### src/rtl/asy_fifo_n2w_if.sv
// Handshake/data bundle for the narrow-to-wide FIFO.
// The producer/consumer side uses "master"; the FIFO uses "slave".
interface asy_fifo_n2w_if #(
    parameter int DATA_WIDTH = 8,
    parameter int ADDR_WIDTH = 3
);
    logic                    wr;
    logic [DATA_WIDTH-1:0]   w_data;
    logic                    rd;
    logic [2*DATA_WIDTH-1:0] r_data;
    logic                    full;
    logic                    empty;
    logic [ADDR_WIDTH:0]     count;

    modport master (
        output wr, w_data, rd,
        input  r_data, full, empty, count
    );

    modport slave (
        input  wr, w_data, rd,
        output r_data, full, empty, count
    );
endinterface

### src/rtl/asy_fifo_n2w.sv
// Narrow-write / wide-read FIFO: packs pairs of DATA_WIDTH words into one
// 2*DATA_WIDTH show-ahead word, older word in the low half.
module asy_fifo_n2w #(
    parameter int DATA_WIDTH = 8,
    parameter int ADDR_WIDTH = 3
) (
    input  logic           clk,
    input  logic           reset,
    asy_fifo_n2w_if.slave  bus
);
    localparam int DEPTH = 2 ** ADDR_WIDTH;
    localparam logic [ADDR_WIDTH+1:0] CNT_DEPTH = (ADDR_WIDTH+2)'(DEPTH);
    localparam logic [ADDR_WIDTH+1:0] CNT_TWO   = (ADDR_WIDTH+2)'(2);

    logic [DATA_WIDTH-1:0] mem_q [DEPTH];

    logic [ADDR_WIDTH-1:0] wr_ptr_q, wr_ptr_d;
    logic [ADDR_WIDTH-1:0] rd_ptr_q, rd_ptr_d;
    logic [ADDR_WIDTH-1:0] rd_ptr_hi;
    logic [ADDR_WIDTH:0]   count_q, count_d;
    logic                  full_q, full_d;
    logic                  empty_q, empty_d;
    logic [ADDR_WIDTH+1:0] count_ext;
    logic                  wr_acc;
    logic                  rd_acc;

    // Acceptance uses only registered flags, so a slot freed by a read in
    // this cycle is not reusable by a write in the same cycle.
    assign wr_acc = bus.wr & ~full_q;
    assign rd_acc = bus.rd & ~empty_q;

    always_comb begin
        wr_ptr_d  = wr_ptr_q;
        rd_ptr_d  = rd_ptr_q;
        count_ext = {1'b0, count_q};
        if (wr_acc) begin
            wr_ptr_d  = wr_ptr_q + 1'b1;
            count_ext = count_ext + 1'b1;
        end
        if (rd_acc) begin
            rd_ptr_d  = rd_ptr_q + ADDR_WIDTH'(2);
            count_ext = count_ext - CNT_TWO;
        end
        count_d = count_ext[ADDR_WIDTH:0];
        full_d  = (count_ext == CNT_DEPTH);
        empty_d = (count_ext < CNT_TWO);
    end

    always_ff @(posedge clk) begin
        if (reset) begin
            wr_ptr_q <= '0;
            rd_ptr_q <= '0;
            count_q  <= '0;
            full_q   <= 1'b0;
            empty_q  <= 1'b1;
        end else begin
            wr_ptr_q <= wr_ptr_d;
            rd_ptr_q <= rd_ptr_d;
            count_q  <= count_d;
            full_q   <= full_d;
            empty_q  <= empty_d;
        end
    end

    // Storage is deliberately left out of reset; pointers alone define contents.
    always_ff @(posedge clk) begin
        if (!reset && wr_acc) begin
            mem_q[wr_ptr_q] <= bus.w_data;
        end
    end

    assign rd_ptr_hi  = rd_ptr_q + 1'b1;
    assign bus.r_data = {mem_q[rd_ptr_hi], mem_q[rd_ptr_q]};
    assign bus.full   = full_q;
    assign bus.empty  = empty_q;
    assign bus.count  = count_q;
endmodule

### src/flat_wrapper.sv
// flat-port wrapper written by rule: the top's interface ports become plain ports
module asy_fifo_n2w_flat 
#(
    parameter int DATA_WIDTH = 8,
    parameter int ADDR_WIDTH = 3
)
  (clk, reset, bus_wr, bus_w_data, bus_rd, bus_r_data, bus_full, bus_empty, bus_count);
  asy_fifo_n2w_if #(.DATA_WIDTH(DATA_WIDTH), .ADDR_WIDTH(ADDR_WIDTH)) bus_i ();
  input  logic clk;
  input  logic reset;
  input wire logic [$bits(bus_i.wr)-1:0] bus_wr;
  input wire logic [$bits(bus_i.w_data)-1:0] bus_w_data;
  input wire logic [$bits(bus_i.rd)-1:0] bus_rd;
  output wire logic [$bits(bus_i.r_data)-1:0] bus_r_data;
  output wire logic [$bits(bus_i.full)-1:0] bus_full;
  output wire logic [$bits(bus_i.empty)-1:0] bus_empty;
  output wire logic [$bits(bus_i.count)-1:0] bus_count;
  assign bus_i.wr = bus_wr;
  assign bus_i.w_data = bus_w_data;
  assign bus_i.rd = bus_rd;
  assign bus_r_data = bus_i.r_data;
  assign bus_full = bus_i.full;
  assign bus_empty = bus_i.empty;
  assign bus_count = bus_i.count;
  asy_fifo_n2w #(.DATA_WIDTH(DATA_WIDTH), .ADDR_WIDTH(ADDR_WIDTH)) u_core (.clk(clk), .reset(reset), .bus(bus_i));
endmodule
### config.mk
export PLATFORM = sky130hd
export DESIGN_NAME = asy_fifo_n2w_flat
export DESIGN_NICKNAME = d
export VERILOG_FILES = /design/src/rtl/asy_fifo_n2w_if.sv /design/src/rtl/asy_fifo_n2w.sv /design/src/flat_wrapper.sv
export SDC_FILE = /design/constraint.sdc
export NUM_CORES = 1
export LEC_CHECK = 0
export CAP_MARGIN = 30
export CORE_ASPECT_RATIO = 0.5
export CORE_MARGIN = 2
export CORE_UTILIZATION = 45
export DETAILED_ROUTE_END_ITERATION = 16
export GPL_ROUTABILITY_DRIVEN = 1
export PLACE_DENSITY = 0.78
export SYNTH_ARGS = -nofsm -noshare
export SYNTH_HDL_FRONTEND = slang
export SYNTH_SLANG_ARGS = --single-unit
### constraint.sdc
create_clock -name clk -period 2.9 [get_ports clk]
set_clock_uncertainty 0.1 [all_clocks]
set_input_delay 0.725 -clock clk [delete_from_list [all_inputs] [get_ports clk]]
set_output_delay 0.725 -clock clk [all_outputs]
set_load 0.02 [all_outputs]
[Word level (Yosys, flattened, before mapping)]
Memories as Yosys holds them, arrays and structs flattened. A register that Yosys moved wholly into a read port is not among the register bits.
Index checks and enable logic that the tools add are counted.
Operators by class
  add/subtract/negate cells: 5
  $mul: 0
  div/mod/pow operators: 0
  $lt $le $gt $ge: 1
  equality and inequality tests: 1
  shift-type cells: 0
  multiplexer cells: 6
  bitwise logic cells: 4
  reduce and logical (&&, ||, !) cells: 2
Operators by type and width (count)
  $mux W5: 2
  $add A3 B1 Y3 const B: 2
  $mux W3: 2
  $add A4 B1 Y5 const B: 1
  $eq A5 B4 Y1 const B: 1
  $lt A5 B2 Y1 const B: 1
  $sub A5 B2 Y5 const B: 1
  $add A3 B2 Y3 const B: 1
  $and A1 B1 Y1: 2
  $mux W1: 2
  $not A1 Y1: 2
  $logic_and A1 B1 Y1: 1
  $logic_not A1 Y1: 1
Storage, ports and cells
  register bits after elaboration: 12
  bits in latches: 0
  bits in writable memories: 64
  memory bits (read-only): 0
  input port bits: 12
  output and inout port bits: 22
  memories: 1
Memory list
  u_core.mem_q: words 8, bits a word 8, read ports 2, clocked after Yosys merged registers in 1, write ports 1, RTL line asy_fifo_n2w.sv:15  | logic [DATA_WIDTH-1:0] mem_q [DEPTH];

[Logic depth before layout (Yosys ltp)]
  word-level depth: 6
  depth in mapped cells: 9
  gate-level depth less buffers: 9

[Least setup slack after synthesis]
OpenSTA, ideal clock, no wires.
  path kind: input-to-reg
  from: input port bus_wr
  to: memory u_core.mem_q[4][0] (enable)
  arrival: 2.157 ns
  setup slack: 0.245 ns
  cell stages on the path: 3
  path buffers: 0
  path through: nor2b_4 or2b_1 nor4b_1
Between the ends
  word-level cells in the longest chain between the ends: 4
Ends and longest elaborated chain
  from (decl): RTL line flat_wrapper.sv:11  | input wire logic [$bits(bus_i.wr)-1:0] bus_wr;
  $and A1 B1 Y1: RTL line asy_fifo_n2w.sv:29  | assign wr_acc = bus.wr & ~full_q;
  $logic_and A1 B1 Y1: RTL line asy_fifo_n2w.sv:67  | if (!reset && wr_acc) begin
  $mux W1: RTL line asy_fifo_n2w.sv:67
  $mux W1 (implied by the code): RTL line asy_fifo_n2w.sv:68  | mem_q[wr_ptr_q] <= bus.w_data;
  to (decl): RTL line asy_fifo_n2w.sv:15
Every way passes these cells.

[Final worst setup path]
  from: register u_core.rd_ptr_q[1]
  to: output port bus_r_data[10]
Between the ends
  word-level cells in the longest chain between the ends: 2
Ends and longest elaborated chain
  from (decl): RTL line asy_fifo_n2w.sv:18  | logic [ADDR_WIDTH-1:0] rd_ptr_q, rd_ptr_d;
  from (signal assigned): RTL line asy_fifo_n2w.sv:58  | rd_ptr_q <= rd_ptr_d;
  $add A3 B1 Y3: RTL line asy_fifo_n2w.sv:72  | assign rd_ptr_hi = rd_ptr_q + 1'b1;
  $mem_v2 Z8 W8
  to (decl): RTL line flat_wrapper.sv:14  | output wire logic [$bits(bus_i.r_data)-1:0] bus_r_data;
Every way passes these cells.

==> flow_metrics.tcl <==
set metrics [dict create \
    status "finished clean" \
    required_ps 2080 \
    fin_cells 306 \
    clock_tree.root_cell "clkbuf_16" \
    grtUsageTotal_pct 17.2 \
    synth_area_leaders "edfxtp_1 (64%), mux4_2 (12%), dfxtp_1 (8.7%)" \
    finalHoldViolCount 0 \
    h-tree-depth 3 \
    ff2ff_path_depth 8 \
    rows 20 \
    nFillCells 461 \
    cp_data_arrival_time_ps 1980 \
    crit_fanout 8 \
    fin_nets 230 \
    dieArea_mm2 0.00738 \
    synthMuxAreaShare_pct 13.3 \
    cts_setup_buffers 0 \
    cpPeakStageDelay_ps 550 \
    ys_seq_area_share_pct 72.7 \
    drive_gt1_share_pct 22.9 \
    numPortBuffers 33 \
    ant_nets 0 \
    grt_pass1_vias 1659 \
    antenna_found_initial 0 \
    tns_ps 0 \
    worstMarginPinSlew_ps 482 \
    dpl_cell_area_mm2 0.00352 \
    cpLargestDelayFamily "buffers and inverters" \
    dp_slack_ps -54.2 \
    synth_top_area_cell "edfxtp_1" \
    ys_types 32 \
    worstPathCellList "buf_4 -> mux4_2 -> clkdlybuf4s50_1" \
    syn_area_mm2 0.00300 \
    synth_top_area_share_pct 64.1 \
    worst_setup_path_start_kind "flop" \
    dp.cells 292 \
    synth-seq-cells 77 \
    grt_pass1_wl_mm 8.88 \
    post-synth-top-count-cell "edfxtp_1" \
    wire_per_inst_um 18.5 \
    wirelength_mm 5.67 \
    synth_area_per_cell_um2 18.4 \
    clk_latency_ps 330 \
    synth_edf_count 64 \
    powerDensity_mw_per_mm2 769 \
    num_vias 1641 \
    synth_top_family_by_area "multiplexers" \
    cts_tree "yes" \
    min_period_over_period_pct 96.6 \
    ios 34 \
    synth-warning-count 0 \
    die_w_um 119 \
    clk_pin_slew_ps 50 \
    clockBufferDepth 2 \
    synth_fa_ha_area_share_pct 1.25 \
    whs_path_depth 2 \
    setup_viol 0 \
    reg2reg_setup_slack_ps 530 \
    syn_nets 178 \
    rsz0062_at_grt "false" \
    dp.final_hpwl_mm 3.67 \
    vdd_drop_max_mv 0.352 \
    max_freq_mhz 357 \
    fin_ws_ps 97.6 \
    synth_common_cells "edfxtp_1 (64), mux4_2 (16), dfxtp_1 (13)" \
    gp_congestion 0.872 \
    leakage_uw 0.00132 \
    core_mm2 0.00626 \
    synth_compound_area_share_pct 2.04 \
    drv_cap 0 \
    crit_type "flop to output pin" \
    drt_iter0_drc 86 \
    regToRegEndpoint "u_core.bus.empty$_SDFF_PP1_" \
    path_buf_inv 2 \
    overflow 0 \
    initial_utilization_pct 48.0 \
    slew_headroom_pct 67.8 \
    maxSlewViolCount 0 \
    die_h_um 61.7 \
    ys.flop_type "edfxtp_1" \
    crit_slowest_cell "clkdlybuf4s50_1" \
    r2r_start "u_core.bus.count[0]$_SDFF_PP0_" \
    grt_max_degree 13 \
    end_kind "output pin" \
    cts_made_buffers 9 \
    drc_errors 0 \
    hold_class "flop to flop" \
    drtPass1Iterations 4 \
    min_from "u_core.wr_ptr_q[0]$_SDFFE_PP0N_" \
    async_flop_share_pct 0 \
    antenna_cells 0 \
    ctsHoldBuffers 0 \
    min_period_ps 2800 \
    synth_xor_area_share_pct 1.75 \
    via_per_inst 5.36 \
    numClockSinks 77 \
    synth-simple-area-share_pct 7.63 \
    hold_path_end "u_core.wr_ptr_q[0]$_SDFFE_PP0N_" \
    final_area_mm2 0.00382 \
    cts-resized-gates 0 \
    synthToLayoutAreaGrowth_pct 27.2 \
    synth_cells 163 \
]
worst max-delay path by stage:
stage / start / end / slack (ps) / cells past startpoint
floorplan: bus_wr / u_core.mem_q[4][0]$_DFFE_PP_ / 250 / 3
finish: u_core.rd_ptr_q[1]$_SDFFE_PP0P_ / bus_r_data[10] / 100 / 3
global placement: bus_wr / u_core.bus.empty$_SDFF_PP1_ / 30 / 8
detailed placement: bus_wr / u_core.bus.empty$_SDFF_PP1_ / -50 / 8
global route: u_core.rd_ptr_q[1]$_SDFFE_PP0P_ / bus_r_data[10] / 6 / 3
CTS: u_core.rd_ptr_q[1]$_SDFFE_PP0P_ / bus_r_data[15] / 8 / 3
worst reg2reg max path: cells and delay by family, from the launching register on:
kind            cells  cell delay [ps]
mux                 1              260
simple gates        4              760
compound gates      1              220
flops               1              440
fa+ha+maj           2              480
per-stage QoR:
stage	total power, uW	util (%)	hold WS (ps)
floorplan	1660	-	364
global placement	1890	56.3	377
detailed placement	1910	56.3	400
CTS	2970	60.8	407
global route	3060	61.0	414
finish	2940	61.0	405
routing by layer:
layer	global-route usage (%)	up-vias	wire, um
li1	-	751	-
met4	6.55	0	57
met1	21.1	830	2610
met3	8.03	4	324
met2	27.5	56	2680
met5	0	-	0
flip-flops by register name (all words and copies together) (netlist names), named ones only:
register / count
u_core.wr_ptr_q: 3
u_core.bus.empty: 1
u_core.rd_ptr_q: 2
u_core.bus.full: 1
u_core.mem_q: 64
u_core.bus.count: 4
cells in the final DEF (no fill, tap or decap), drive strengths merged, types with 3 or more instances in the layout:
master / n
nor2b: 3
dfxtp: 13
nor2: 8
dlymetal6s2s: 6
inv: 3
xnor2: 3
nand2: 7
clkdlybuf4s50: 27
ha: 3
clkinv: 3
nand2b: 3
xor2: 3
edfxtp: 64
nand3b: 3
clkbuf: 9
nor3: 4
buf: 15
mux4: 16
final cells by class:
class / instances / area [um^2] / share of cell area [%]
clock buffers: 9 / 225 / 5.90
flip-flops and latches: 77 / 2180 / 57.2
clock inverters: 5 / 52.6 / 1.38
well taps: 88 / 110 / 2.89
inverters: 2 / 7.51 / 0.197
repair buffers: 48 / 458 / 12.0
multi-input cells: 77 / 781 / 20.5
power breakdown:
part           internal [uW]  switching (uW)  leakage, uW
clock                    652             400     0.000139
sequential              1250            50.2     0.000685
combinational            310             275     0.000501
total                   2210             726      0.00132
kinds of logic (layout without fill, tap and decap cells):
| group | Yosys count | count (layout) |
|---|---|---|
| flops | 77 | 77 |
| xor+xnor | 6 | 6 |
| buf+inv | 9 | 64 |
| fa+ha+maj | 3 | 3 |
| compound gates | 8 | 8 |
| mux | 19 | 19 |
| simple gates | 41 | 41 |
Note: power is estimated with default switching activity, not from simulation.
==> variant 1, RTL diff (same settings) <==
`ADDR_WIDTH` is set to 3 in 3 places; all go to 4.
--- a/src/rtl/asy_fifo_n2w_if.sv
+++ b/src/rtl/asy_fifo_n2w_if.sv
@@ -4,3 +4,3 @@
     parameter int DATA_WIDTH = 8,
-    parameter int ADDR_WIDTH = 3
+    parameter int ADDR_WIDTH = 4
 );
--- a/src/rtl/asy_fifo_n2w.sv
+++ b/src/rtl/asy_fifo_n2w.sv
@@ -4,3 +4,3 @@
     parameter int DATA_WIDTH = 8,
-    parameter int ADDR_WIDTH = 3
+    parameter int ADDR_WIDTH = 4
 ) (
--- a/src/flat_wrapper.sv
+++ b/src/flat_wrapper.sv
@@ -4,3 +4,3 @@
     parameter int DATA_WIDTH = 8,
-    parameter int ADDR_WIDTH = 3
+    parameter int ADDR_WIDTH = 4
 )
Ports: changed (resized bus_count); port bits go from 34 to 35. The function was not compared with the original's and may differ.
==> variant 1 against the unedited design <==
Wire length up 100%. Count of clock-buffer cells in the layout up 8. Total power up 88%. Area after synthesis up 93%. Via count up 78%. Sequential cell count up 68. Cell area up 86%. Clock power up 100%. Worst setup slack worse by 28 ps. Critical path type unchanged.
==> variant 1: results (changes against the unedited design) <==
- Largest net degree at the start of global routing: 19 (was 13)
- LEAKAGE: 2.35 nW (was 1.32 nW)
- P&R area growth vs syn: 22.2% (was 27.2%)
- First-pass GRT wire length: 17700 microns (was 8880 microns)
- Register area share after synthesis: 72.2% (was 72.7%)
- Family with the most delay on the worst path: multiplexers (was buffers and inverters)
- Via count: 2926 (was 1641)
- Worst slew pin tran: 652 ps (was 482 ps)
- Area after DPL: 6490 sq um (was 3520 sq um)
- Syn_nets: 324 (was 178)
- Status: finished clean (unchanged)
- Num CTS Buffers: 17 (was 9)
- Top cells by count, synth: edfxtp_1, mux4_2, nor2_1 (was edfxtp_1, mux4_2, dfxtp_1)
- Initial DRC count: 157 (was 86)
- Post-DP HPWL: 7230 microns (was 3670 microns)
- H-Tree Depth: 4 (was 3)
- Largest register FFs: 128 (was 64)
- Overall Global Routing Usage: 17.8% (was 17.2%)
- Peak supply drop: 412 uV (was 352 uV)
- Port-buffer cells: 34 (was 33)
- Largest stage delay, worst path: 500 ps (was 550 ps)
- Dpl ws: -94.9 ps (was -54.2 ps)
- Worst-path fanout max: 9 (was 8)
- Layout cells sized above 1: 34.4% (was 22.9%)
- Syn Area/Cell: 19.0 sq um (was 18.4 sq um)
- Worst-Skew Late Latency: 410 ps (was 330 ps)
- Post-synth cell types: 39 (was 32)
variant 1: repair_timing:
item	4_1_cts	5_1_grt
setup buffers	0	0
setup endpoints to repair	16	10
gates resized for setup	47	10
gates cloned	2	0
variant 1: layout make-up:
type                            count  area share [%]
Timing Repair Buffer               60            7.58
Clock inverter                     15            2.39
Multi-Input combinational cell    141            21.5
Tap cell                          170            3.00
Inverter                            6           0.318
Clock buffer                       17            6.01
Sequential cell                   145            59.2
variant 1: layer usage:
metal  up-vias  track usage, %  share of wire [%]
met1      1489            22.4                 41
li1       1342               -                  -
met4         0            6.17               0.67
met2        88            30.1                 52
met3         7            4.79                5.9
met5         -               0                  0
variant 1: path summary, 6_finish.rpt:
kind | cells past startpoint | end | slack [ps]
setup / recovery | 4 | bus_r_data[8] | 70
hold / removal | 2 | u_core.wr_ptr_q[0] | 510
setup reg to reg | 9 | u_core.bus.full | 620
hold reg to reg | 2 | u_core.wr_ptr_q[0] | 510
variant 1: worst min-delay path, cell delays in order, from the launching register on:
cell	delay (ps)
dfxtp_1	360
xnor2_1	170
nor2_1	40
variant 1: cells by family (layout without fill, tap and decap cells):
| group | Yosys count | in the layout | synth area share (%) |
|---|---|---|---|
| xor+xnor | 9 | 9 | 1.36 |
| compound gates | 13 | 13 | 1.83 |
| fa+ha+maj | 7 | 7 | 1.51 |
| mux | 51 | 51 | 16.1 |
| flops | 145 | 145 | 72.2 |
| buf+inv | 19 | 98 | 1.51 |
| simple gates | 61 | 61 | 5.53 |
variant 1: report_power, final:
part,internal [W],leakage (nW),switching (W),total (W)
Sequential,0.00234,1.29,0.0000613,0.00240
Clock,0.00134,0.278,0.000801,0.00214
Combinational,0.000502,0.776,0.000463,0.000965
==> variant 2, RTL diff (same settings) <==
Without the edit above. Make the reset (`reset`) asynchronous in one clocked block.
--- a/src/rtl/asy_fifo_n2w.sv
+++ b/src/rtl/asy_fifo_n2w.sv
@@ -48,3 +48,3 @@
 
-    always_ff @(posedge clk) begin
+    always_ff @(posedge clk or posedge reset) begin
         if (reset) begin
Function: differs if reset is asserted again (counterexample within 4 cycles, from zero or initial values and one cycle with reset high); with reset held inactive, the same outputs for 10 cycles.
==> variant 2 against the unedited design <==
Sequential cell count down 2. Worst setup slack worse by 27 ps. Non-clock buffer count down 3. Critical path depth unchanged. Wire length down 7.6%. Area after synthesis down 0.79%. Cell area up 0.72%. Largest cell class unchanged.
Power is not compared: it rests on default switching activity, and its combinational part moved more than twofold at a synthesized area within 25%.
==> variant 2: results (changes against the unedited design) <==
- Status: finished clean (unchanged)
- Hold Path Cell Cnt: 1 (was 2)
- Overall Global Routing Usage: 16.3% (was 17.2%)
- Layout cells sized above 1: 23.3% (was 22.9%)
- Num CTS Buffers: 9 (unchanged)
- Largest register FFs: 64 (unchanged)
- Largest net degree at the start of global routing: 17 (was 13)
- CTS clk-pin slew, worst paths: 50 ps (about the same)
- Worst Path Arrival: 2000 ps (was 1980 ps)
- Post-DP HPWL: 3240 microns (was 3670 microns)
- Ys async rst share: 14.7% (was 0%)
- Post-synthesis compound-gate area fraction: 1.09% (was 2.04%)
- Mapped Area: 2980 sq um (was 3000 sq um)
- Final net count: 213 (was 230)
- Syn_nets: 164 (was 178)
- Worst R2R End: u_core.bus.empty (unchanged)
- Wire per inst: 18.1 microns (was 18.5 microns)
- Final Util: 61.7% (was 61.0%)
- Post-synthesis mux area share: 12.8% (was 13.3%)
- Register area share after synthesis: 73.9% (was 72.7%)
- Peak supply drop: about 480 uV
- Worst slew pin tran: 538 ps (was 482 ps)
- CP max stage cell: clkdlybuf4s50_1 (unchanged)
- Worst-path fanout max: 16 (was 8)
- Area after DPL: 3470 sq um (was 3520 sq um)
- Worst R2R Start: u_core.bus.count[0] (unchanged)
- R2r setup slk: 770 ps (was 530 ps)
- Post-synth cell types: 33 (was 32)
- Via count: 1500 (was 1641)
- Synth top area cells: edfxtp_1, mux4_2, dfrtp_1 (was edfxtp_1, mux4_2, dfxtp_1)
- Hold worst-path end: u_core.rd_ptr_q[2] (was u_core.wr_ptr_q[0])
- Initial DRC count: 114 (was 86)
- Biggest register: u_core.mem_q (unchanged)
- Top cells by count, synth: edfxtp_1, mux4_2, dfrtp_1 (was edfxtp_1, mux4_2, dfxtp_1)
- GP Congestion: 0.818 (was 0.872)
- FILL cells: 433 (was 461)
- Post-CTS Setup Bufs: 0 (unchanged)
- Worst Hold Slack: 396 ps (was 405 ps)
- First-pass GRT wire length: 8310 microns (was 8880 microns)
- Dpl ws: 135 ps (was -54.2 ps)
- Vias in the first global route: 1544 (was 1659)
- Drt first pass iters: 6 (was 4)
- Critical path startpoint: u_core.rd_ptr_q[1] (unchanged)
- Post-Synth XOR/XNOR Area: 2.65% (was 1.75%)
variant 2: cell count changes in the layout (fill, tap and decap cells not counted), sizes merged, moves of 2 or more:
cell | unedited run | this run
a211oi | 2 | 0
a21oi | 2 | 0
buf | 15 | 12
bufinv | 1 | 3
clkdlybuf4s50 | 27 | 20
dfrtp | 0 | 10
dfxtp | 13 | 0
dlymetal6s2s | 6 | 13
nand2b | 3 | 1
nor2 | 8 | 4
or2 | 2 | 0
xor2 | 3 | 6
variant 2: how the worst max path moves through the flow:
| stage | endpoint | slack [ps] | depth (start not counted) |
|---|---|---|---|
| final | bus_r_data[8] | 70 | 3 |
| after global routing | bus_r_data[4] | 0.1 | 3 |
| after CTS | bus_r_data[3] | 5 | 3 |
| after detailed placement | u_core.mem_q[5][5] | 140 | 6 |
| after global placement | u_core.bus.full | 240 | 8 |
| after floorplan | u_core.mem_q[4][0] | 350 | 4 |
variant 2: what timing repair did:
item | CTS | global route
gates resized for setup | 0 | 13
endpoints found under the hold margin | 0 | 0
setup endpoints to repair | 0 | 13
variant 2: kinds of logic after synthesis:
| family | after synthesis |
|---|---|
| DFF | 75 |
| and+or+nand+nor | 31 |
| muxes | 18 |
| xor gates and xnor gates | 9 |
| buffers and inverters | 9 |
| AOI/OAI and AO/OA | 4 |
| adders and majority gates | 3 |
variant 2: metal layers:
| layer | routed length (microns) | GRT usage (%) | share of wire [%] |
|---|---|---|---|
| met4 | 81 | 6.80 | 1.5 |
| met1 | 2430 | 20.3 | 46 |
| met5 | 0 | 0 | 0 |
| met3 | 201 | 6.02 | 3.8 |
| met2 | 2520 | 26.8 | 48 |
variant 2: worst max-delay path: cells and delay by family, from the launching register on:
kind / cells / cell delay (ps)
buffers and inverters: 2 / 750
multiplexers: 1 / 500
flip-flops: 1 / 410
variant 2: where the power goes:
part           switching, W  internal, W  leakage, nW
Clock              0.000404     0.000837        0.162
Sequential         0.000124      0.00132        0.707
Combinational      0.000647     0.000677        0.555
Total               0.00118      0.00283         1.42
variant 2: layout make-up:
cell class,instances,area share [%]
well taps,88,2.86
multi-input cells,65,18.8
repair buffers,45,12.1
clock buffers,9,5.86
flip-flops and latches,75,57.2
inverters,2,0.195
clock inverters,6,2.99
variant 2: stage by stage:
stage               cells  power [W]
floorplan             149    0.00232
global placement      275    0.00278
detailed placement    275    0.00282
CTS                   290    0.00407
global route          290    0.00421
finish                290    0.00401
